--- config.mk ---
export PLATFORM = sky130hd
export DESIGN_NAME = bus_txn_ctrl
export DESIGN_NICKNAME = d
export VERILOG_FILES = /design/src/rtl/bus_pkg.sv /design/src/rtl/bus_timeout_ctr.sv /design/src/rtl/bus_txn_ctrl.sv
export SDC_FILE = /design/constraint.sdc
export NUM_CORES = 1
export LEC_CHECK = 0
export ABC_AREA = 1
export ABC_CLOCK_PERIOD_IN_PS = 1500
export CORE_ASPECT_RATIO = 0.8
export CORE_MARGIN = 2
export CORE_UTILIZATION = 40
export DETAILED_ROUTE_END_ITERATION = 16
export HOLD_SLACK_MARGIN = 0.15
export PLACE_DENSITY = 0.8
export SLEW_MARGIN = 10
export SYNTH_ARGS = -nofsm -noshare
export SYNTH_HDL_FRONTEND = slang
export SYNTH_SLANG_ARGS = --single-unit
--- constraint.sdc ---
create_clock -name clk -period 1.5 [get_ports clk]
set_clock_uncertainty 0.1 [all_clocks]
set_input_delay 0.45 -clock clk [delete_from_list [all_inputs] [get_ports clk]]
set_output_delay 0.45 -clock clk [all_outputs]
set_load 0.005 [all_outputs]
--- src/rtl/bus_pkg.sv ---
// rtl/bus_pkg.sv - shared state/owner encodings and default widths for bus_txn_ctrl
package bus_pkg;

    localparam int DEF_ADDR_W = 8;
    localparam int DEF_DATA_W = 8;

    typedef enum logic [1:0] {
        ST_IDLE = 2'd0,
        ST_REQ  = 2'd1,
        ST_DONE = 2'd2
    } state_e;

    typedef enum logic [1:0] {
        OWN_NONE = 2'd0,
        OWN_M1   = 2'd1,
        OWN_M2   = 2'd2
    } owner_e;

endpackage

--- src/rtl/bus_timeout_ctr.sv ---
// rtl/bus_timeout_ctr.sv - stall counter for the REQ phase, built only with BUS_TIMEOUT_EN
module bus_timeout_ctr #(
    parameter int TIMEOUT = 15
) (
    input  logic clk,
    input  logic rst_n,
    input  logic clr,
    input  logic inc,
    output logic expired
);

    localparam int CW = $clog2(TIMEOUT + 1);

    logic [CW-1:0] cnt_q;
    logic [CW-1:0] cnt_d;

    always_comb begin
        cnt_d = cnt_q;
        if (clr) begin
            cnt_d = '0;
        end else if (inc) begin
            cnt_d = cnt_q + 1'b1;
        end
    end

    always_ff @(posedge clk or negedge rst_n) begin
        if (!rst_n) begin
            cnt_q <= '0;
        end else begin
            cnt_q <= cnt_d;
        end
    end

    // One more stalled cycle brings the count to TIMEOUT: that cycle is the abort cycle.
    assign expired = (cnt_q == CW'(TIMEOUT - 1));

endmodule

--- src/rtl/bus_txn_ctrl.sv ---
// rtl/bus_txn_ctrl.sv - single-beat slave bus transaction controller behind the two-master arbiter (optional BUS_TIMEOUT_EN)
module bus_txn_ctrl
    import bus_pkg::*;
#(
    parameter int ADDR_W  = DEF_ADDR_W,
    parameter int DATA_W  = DEF_DATA_W,
    parameter int TIMEOUT = 15
) (
    input  logic              clk,
    input  logic              rst_n,
    input  logic              grant1,
    input  logic              grant2,
    input  logic [ADDR_W-1:0] m1_addr,
    input  logic [DATA_W-1:0] m1_wdata,
    input  logic              m1_we,
    input  logic [ADDR_W-1:0] m2_addr,
    input  logic [DATA_W-1:0] m2_wdata,
    input  logic              m2_we,
    output logic              s_valid,
    output logic [ADDR_W-1:0] s_addr,
    output logic [DATA_W-1:0] s_wdata,
    output logic              s_we,
    input  logic              s_ready,
    input  logic [DATA_W-1:0] s_rdata,
    output logic              m1_done,
    output logic              m2_done,
    output logic [DATA_W-1:0] rdata,
    output logic              busy,
    output logic              err
);

    state_e            state_q, state_d;
    owner_e            owner_q, owner_d;
    logic              s_valid_q, s_valid_d;
    logic [ADDR_W-1:0] s_addr_q, s_addr_d;
    logic [DATA_W-1:0] s_wdata_q, s_wdata_d;
    logic              s_we_q, s_we_d;
    logic              m1_done_q, m1_done_d;
    logic              m2_done_q, m2_done_d;
    logic [DATA_W-1:0] rdata_q, rdata_d;
    logic              busy_q, busy_d;
    logic              err_q, err_d;
    logic              abort;

`ifdef BUS_TIMEOUT_EN
    logic tmo_expired;

    bus_timeout_ctr #(
        .TIMEOUT (TIMEOUT)
    ) u_timeout_ctr (
        .clk     (clk),
        .rst_n   (rst_n),
        .clr     (state_q == ST_IDLE),
        .inc     ((state_q == ST_REQ) && !s_ready),
        .expired (tmo_expired)
    );

    assign abort = (state_q == ST_REQ) && !s_ready && tmo_expired;
`else
    logic timeout_unused;

    assign timeout_unused = (TIMEOUT >= 1);
    assign abort          = 1'b0;
`endif

    always_comb begin
        state_d   = state_q;
        owner_d   = owner_q;
        s_valid_d = 1'b0;
        s_addr_d  = s_addr_q;
        s_wdata_d = s_wdata_q;
        s_we_d    = s_we_q;
        m1_done_d = 1'b0;
        m2_done_d = 1'b0;
        rdata_d   = rdata_q;
        err_d     = 1'b0;

        case (state_q)
            ST_IDLE: begin
                // Master 1 has priority when both grants arrive together.
                if (grant1) begin
                    owner_d   = OWN_M1;
                    s_addr_d  = m1_addr;
                    s_wdata_d = m1_wdata;
                    s_we_d    = m1_we;
                    s_valid_d = 1'b1;
                    state_d   = ST_REQ;
                end else if (grant2) begin
                    owner_d   = OWN_M2;
                    s_addr_d  = m2_addr;
                    s_wdata_d = m2_wdata;
                    s_we_d    = m2_we;
                    s_valid_d = 1'b1;
                    state_d   = ST_REQ;
                end
            end
            ST_REQ: begin
                s_valid_d = 1'b1;
                if (s_ready) begin
                    if (!s_we_q) begin
                        rdata_d = s_rdata;
                    end
                    s_valid_d = 1'b0;
                    m1_done_d = (owner_q == OWN_M1);
                    m2_done_d = (owner_q == OWN_M2);
                    state_d   = ST_DONE;
                end else if (abort) begin
                    s_valid_d = 1'b0;
                    m1_done_d = (owner_q == OWN_M1);
                    m2_done_d = (owner_q == OWN_M2);
                    err_d     = 1'b1;
                    state_d   = ST_DONE;
                end
            end
            ST_DONE: begin
                state_d = ST_IDLE;
            end
            default: begin
                state_d = ST_IDLE;
            end
        endcase

        busy_d = (state_d != ST_IDLE);
    end

    always_ff @(posedge clk or negedge rst_n) begin
        if (!rst_n) begin
            state_q   <= ST_IDLE;
            owner_q   <= OWN_NONE;
            s_valid_q <= 1'b0;
            s_addr_q  <= '0;
            s_wdata_q <= '0;
            s_we_q    <= 1'b0;
            m1_done_q <= 1'b0;
            m2_done_q <= 1'b0;
            rdata_q   <= '0;
            busy_q    <= 1'b0;
            err_q     <= 1'b0;
        end else begin
            state_q   <= state_d;
            owner_q   <= owner_d;
            s_valid_q <= s_valid_d;
            s_addr_q  <= s_addr_d;
            s_wdata_q <= s_wdata_d;
            s_we_q    <= s_we_d;
            m1_done_q <= m1_done_d;
            m2_done_q <= m2_done_d;
            rdata_q   <= rdata_d;
            busy_q    <= busy_d;
            err_q     <= err_d;
        end
    end

    assign s_valid = s_valid_q;
    assign s_addr  = s_addr_q;
    assign s_wdata = s_wdata_q;
    assign s_we    = s_we_q;
    assign m1_done = m1_done_q;
    assign m2_done = m2_done_q;
    assign rdata   = rdata_q;
    assign busy    = busy_q;
    assign err     = err_q;

endmodule

Word-level counts from Yosys, hierarchy flattened
Index checks and enable logic that the tools add are counted.
- register bits: 33
- output and inout bits: 30
- input port bits: 47
- word-level logic and storage cells: 39
- multiplexer cells: 20
- reductions and logical operators: 5
- equal/unequal tests: 3
- bitwise operators: 1
- operators with widths (cell ; number):
    $mux W8 ; 4
    $mux W2 ; 5
    $mux W1 ; 9
    $eq A2 B1 Y1 const B ; 2
    $pmux W2 S2 ; 1
    $reduce_bool A2 Y1 ; 2
    $reduce_and A3 Y1 ; 1
    $eq A2 B2 Y1 const B ; 1
    $logic_not A2 Y1 ; 1
    $pmux W1 S2 ; 1
    $reduce_and A2 Y1 ; 1
    $not A1 Y1 ; 1

Logic depth before layout (Yosys ltp)
- word-level depth: 4
- depth in mapped cells: 6
- gate-level depth less buffers: 5

Worst setup path after synthesis
Ideal clock, no wire load.
- kind: input port to flip-flop
- start point: input grant1
- end point: register s_we_q (netlist: s_we)
- library setup time: 116 ps
- data required time: 1284 ps
- cell stages on the path: 6
- arrival: 1003 ps
- path slack: 281 ps
- cells stage by stage: buf_6 nor2_4 nor2_8 buf_12 nand2_2 nand2_1
- word-level cells in the longest chain between the ends: 2
- elaborated cells between the ends (all ways): 3
- classes of those cells: mux: 1; reduce/logical: 2
- RTL lines (what ; RTL line ; text):
    from (decl) ; bus_txn_ctrl.sv:11 ; input logic grant1,
    $reduce_bool A2 Y1 (no source line) ; - ;
    $reduce_and A2 Y1 (no source line) ; - ;
    to (signal assigned) ; bus_txn_ctrl.sv:145 ; s_we_q <= s_we_d;
    to (decl) ; bus_txn_ctrl.sv:37 ; logic s_we_q, s_we_d;
Parallel ways exist; a longest one is shown, timed or not.
A chain may end at the register's enable or synchronous reset.

Final worst setup path
- start point: register s_wdata_q[3] (netlist: s_wdata[3])
- end point: output s_wdata[3]
- RTL lines (what ; RTL line ; text):
    from (decl) ; bus_txn_ctrl.sv:36 ; logic [DATA_W-1:0] s_wdata_q, s_wdata_d;
    from (signal assigned) ; bus_txn_ctrl.sv:144 ; s_wdata_q <= s_wdata_d;
    to (decl) ; bus_txn_ctrl.sv:21 ; output logic [DATA_W-1:0] s_wdata,
No word-level cell between the ends.

==> impl_metrics.ini <==
[global_routing]
grt_pass1_vias = 1440
gr-total-overflow = 0
grt_max_degree = 34
grt_first_pass_wirelength_mm = 6.08
grt.total_usage = 0.181
antenna_found_initial = 0

[clock_tree]
cts_buffer_depth = 2
cts_sinks = 33
worstSkewPairLatency_ns = 0.28
cts_buffers = 5
cts_tree = built
clk_pin_slew_worst_paths_ns = 0.07
h-tree-depth = 2
cts-root-buf = clkbuf_8

[outcome]
status = completed

[worst_hold_path]
hold_class = reg2reg
whs_path_depth = 2
min_from = rdata[1]

[yosys]
ys_seq_area_frac = 0.529
synth.most_common_cell = nand2_1
yosys_most_used_dff = dfrtp_1
ys_warn_count = 0
synth-edff-count = 0
synth_nets = 246
synthTopCellsByCount = nand2_1, dfrtp_1, nand2_2
yosysTopAreaCell = dfrtp_1
syn-cell-area_um2 = 1560
synth_seq_cells = 33
synthCells = 199
syn_avg_cell_area_um2 = 7.84
synthTopCellsByArea = dfrtp_1, nand2_1, nand2_2
synthArstFlopShare = 1.00
synth_cell_types = 16
synth_top_area_share = 0.529

[worst_setup_path]
crit_chain = dlygate4sd2_1
path_max_fanout = 2
critPathBufInv = 1
crit_required_ns = 0.95
rrSetupSlack_ns = 0.26
arrival_ns = 0.92
r2r-start = state_q[1]
cp_top_family = flip-flops
startpoint_type = flip-flop
crit_slowest_cell = dfrtp_1
startpoint = s_wdata[3]
end_kind = output port
path_depth = 1
worstRegToRegCells = 4
critPathKind = reg2out
slowest_delay_ns = 0.38

[final_layout]
diodes = 0
syn_to_final_growth_pct = 67.9
drive_gt1_frac = 0.162
stdcell_area_um2 = 2620
fin_nets = 343

[floorplanning]
ios = 77
coreArea_um2 = 3780
dieArea_um2 = 4420
die_h_um = 59.9
die_w_um = 73.8
num_rows = 20
initial_core_util = 0.413

[routing]
dr.pass1.iters = 4
vias_per_cell = 4.32
post_drt_wl_per_cell_um = 10.3
drcViolationCount = 0
dr_total_vias = 1522
totalWireLength_mm = 3.64
ant_nets = 0
drtIter0Drc = 51

[placed_design]
place.gp.congestion = 0.761
dpl.hpwl_mm = 2.69
placed_area_um2 = 2410
port_buffers = 75

[pwr]
p_per_area_nw_per_um2 = 1650
pwr-share-clk = 0.227
seqPwrFrac = 0.340
leakage_uw = 0.00139
p_comb_frac = 0.433
p_sw_uw = 1360
p_total_uw = 4320
peakVddDrop_mv = 0.824
p_int_uw = 2960
power_switching_share = 0.315

[timing]
fmax_mhz = 681
fin_crit_ns = 1.47
period_share = 0.979
fin_setup_tns_ns = 0
final_max_slew_viol_count = 0
holdWs_ns = 0.371
setup_viol = 0
rsz0062_at_grt = no
hold_viol = 0

[flow_run]
maxCapViolations = 0
==> cells in the final DEF (no fill, tap or decap) <==
cell type        count
bufinv_16            2
conb_1               1
or2_2                1
buf_4               21
nand2_1            119
buf_12               1
o21ai_1              2
nor2_1               4
clkbuf_8             5
nor2_8               1
dlygate4sd2_1        8
clkinv_2             1
clkdlybuf4s15_1     21
inv_1                6
nand3_1              9
inv_2                2
dlygate4sd3_1        1
nor2_4               2
clkdlybuf4s50_1     45
dfrtp_1             33
buf_2                1
nand2_2             11
==> flip-flops by register name, summed over array words and instances (netlist names) <==
name,cells
state_q,2
rdata,8
s_wdata,8
owner_q,2
m1_done,1
s_we,1
m2_done,1
busy,1
s_valid,1
s_addr,8
==> metrics by stage <==
| stage | worst slack (ns) | instances | util |
|---|---|---|---|
| after floorplan | 0.281 | 199 | - |
| after global placement | -0.281 | 335 | 0.639 |
| after detailed placement | -0.321 | 335 | 0.639 |
| after CTS | 0.00628 | 347 | 0.676 |
| after global routing | 0.0000328 | 352 | 0.693 |
| final | 0.0318 | 352 | 0.693 |
==> path summary, 6_finish.rpt <==
kind / end
max in group asynchronous: s_we
min: rdata[1]
max: s_wdata[3]
min reg2reg: rdata[1]
min in group asynchronous: s_addr[1]
max reg2reg: rdata[4]
==> layer usage <==
layer,part of all wire,vias up,track usage
met1,0.40,672,0.216
li1,-,786,-
met3,0.075,7,0.0675
met4,0.014,0,0.0623
met5,0,-,0
met2,0.51,57,0.304
==> cells by family (layout without fill, tap and decap cells) <==
| logic type | count (synthesis) | count (layout) | share of synthesized area |
|---|---|---|---|
| other cells | 1 | 1 | 0.00240 |
| simple gates | 147 | 147 | 0.400 |
| buf+inv | 16 | 114 | 0.0617 |
| compound gates | 2 | 2 | 0.00642 |
| flops | 33 | 33 | 0.529 |
==> power groups by stage <==
stage | combinational, uW | clock, uW | sequential, uW
CTS | 1740 | 1010 | 1460
finish | 1870 | 982 | 1470
global placement | 1850 | 0 | 1480
detailed placement | 1870 | 0 | 1490
floorplan | 799 | 0 | 1530
global route | 2100 | 1050 | 1510
==> cell type report <==
class | count | area, um2
fillers | 305 | 1160
multi-input cells | 150 | 638
well taps | 55 | 68.8
flip-flops and latches | 33 | 826
inverters | 8 | 30.0
clock inverters | 3 | 65.1
clock buffers | 5 | 68.8
repair buffers | 98 | 923
==> repair_timing <==
| item | CTS | global route |
|---|---|---|
| resized for setup | 29 | 21 |
| endpoints found under the setup margin | 36 | 37 |
| pin swaps | 1 | 1 |
| buffers inserted | 3 | 5 |
| hold buffers | 1 | 0 |
| hold endpoints to repair | 33 | 0 |
Power figures use the tool's default switching activity.
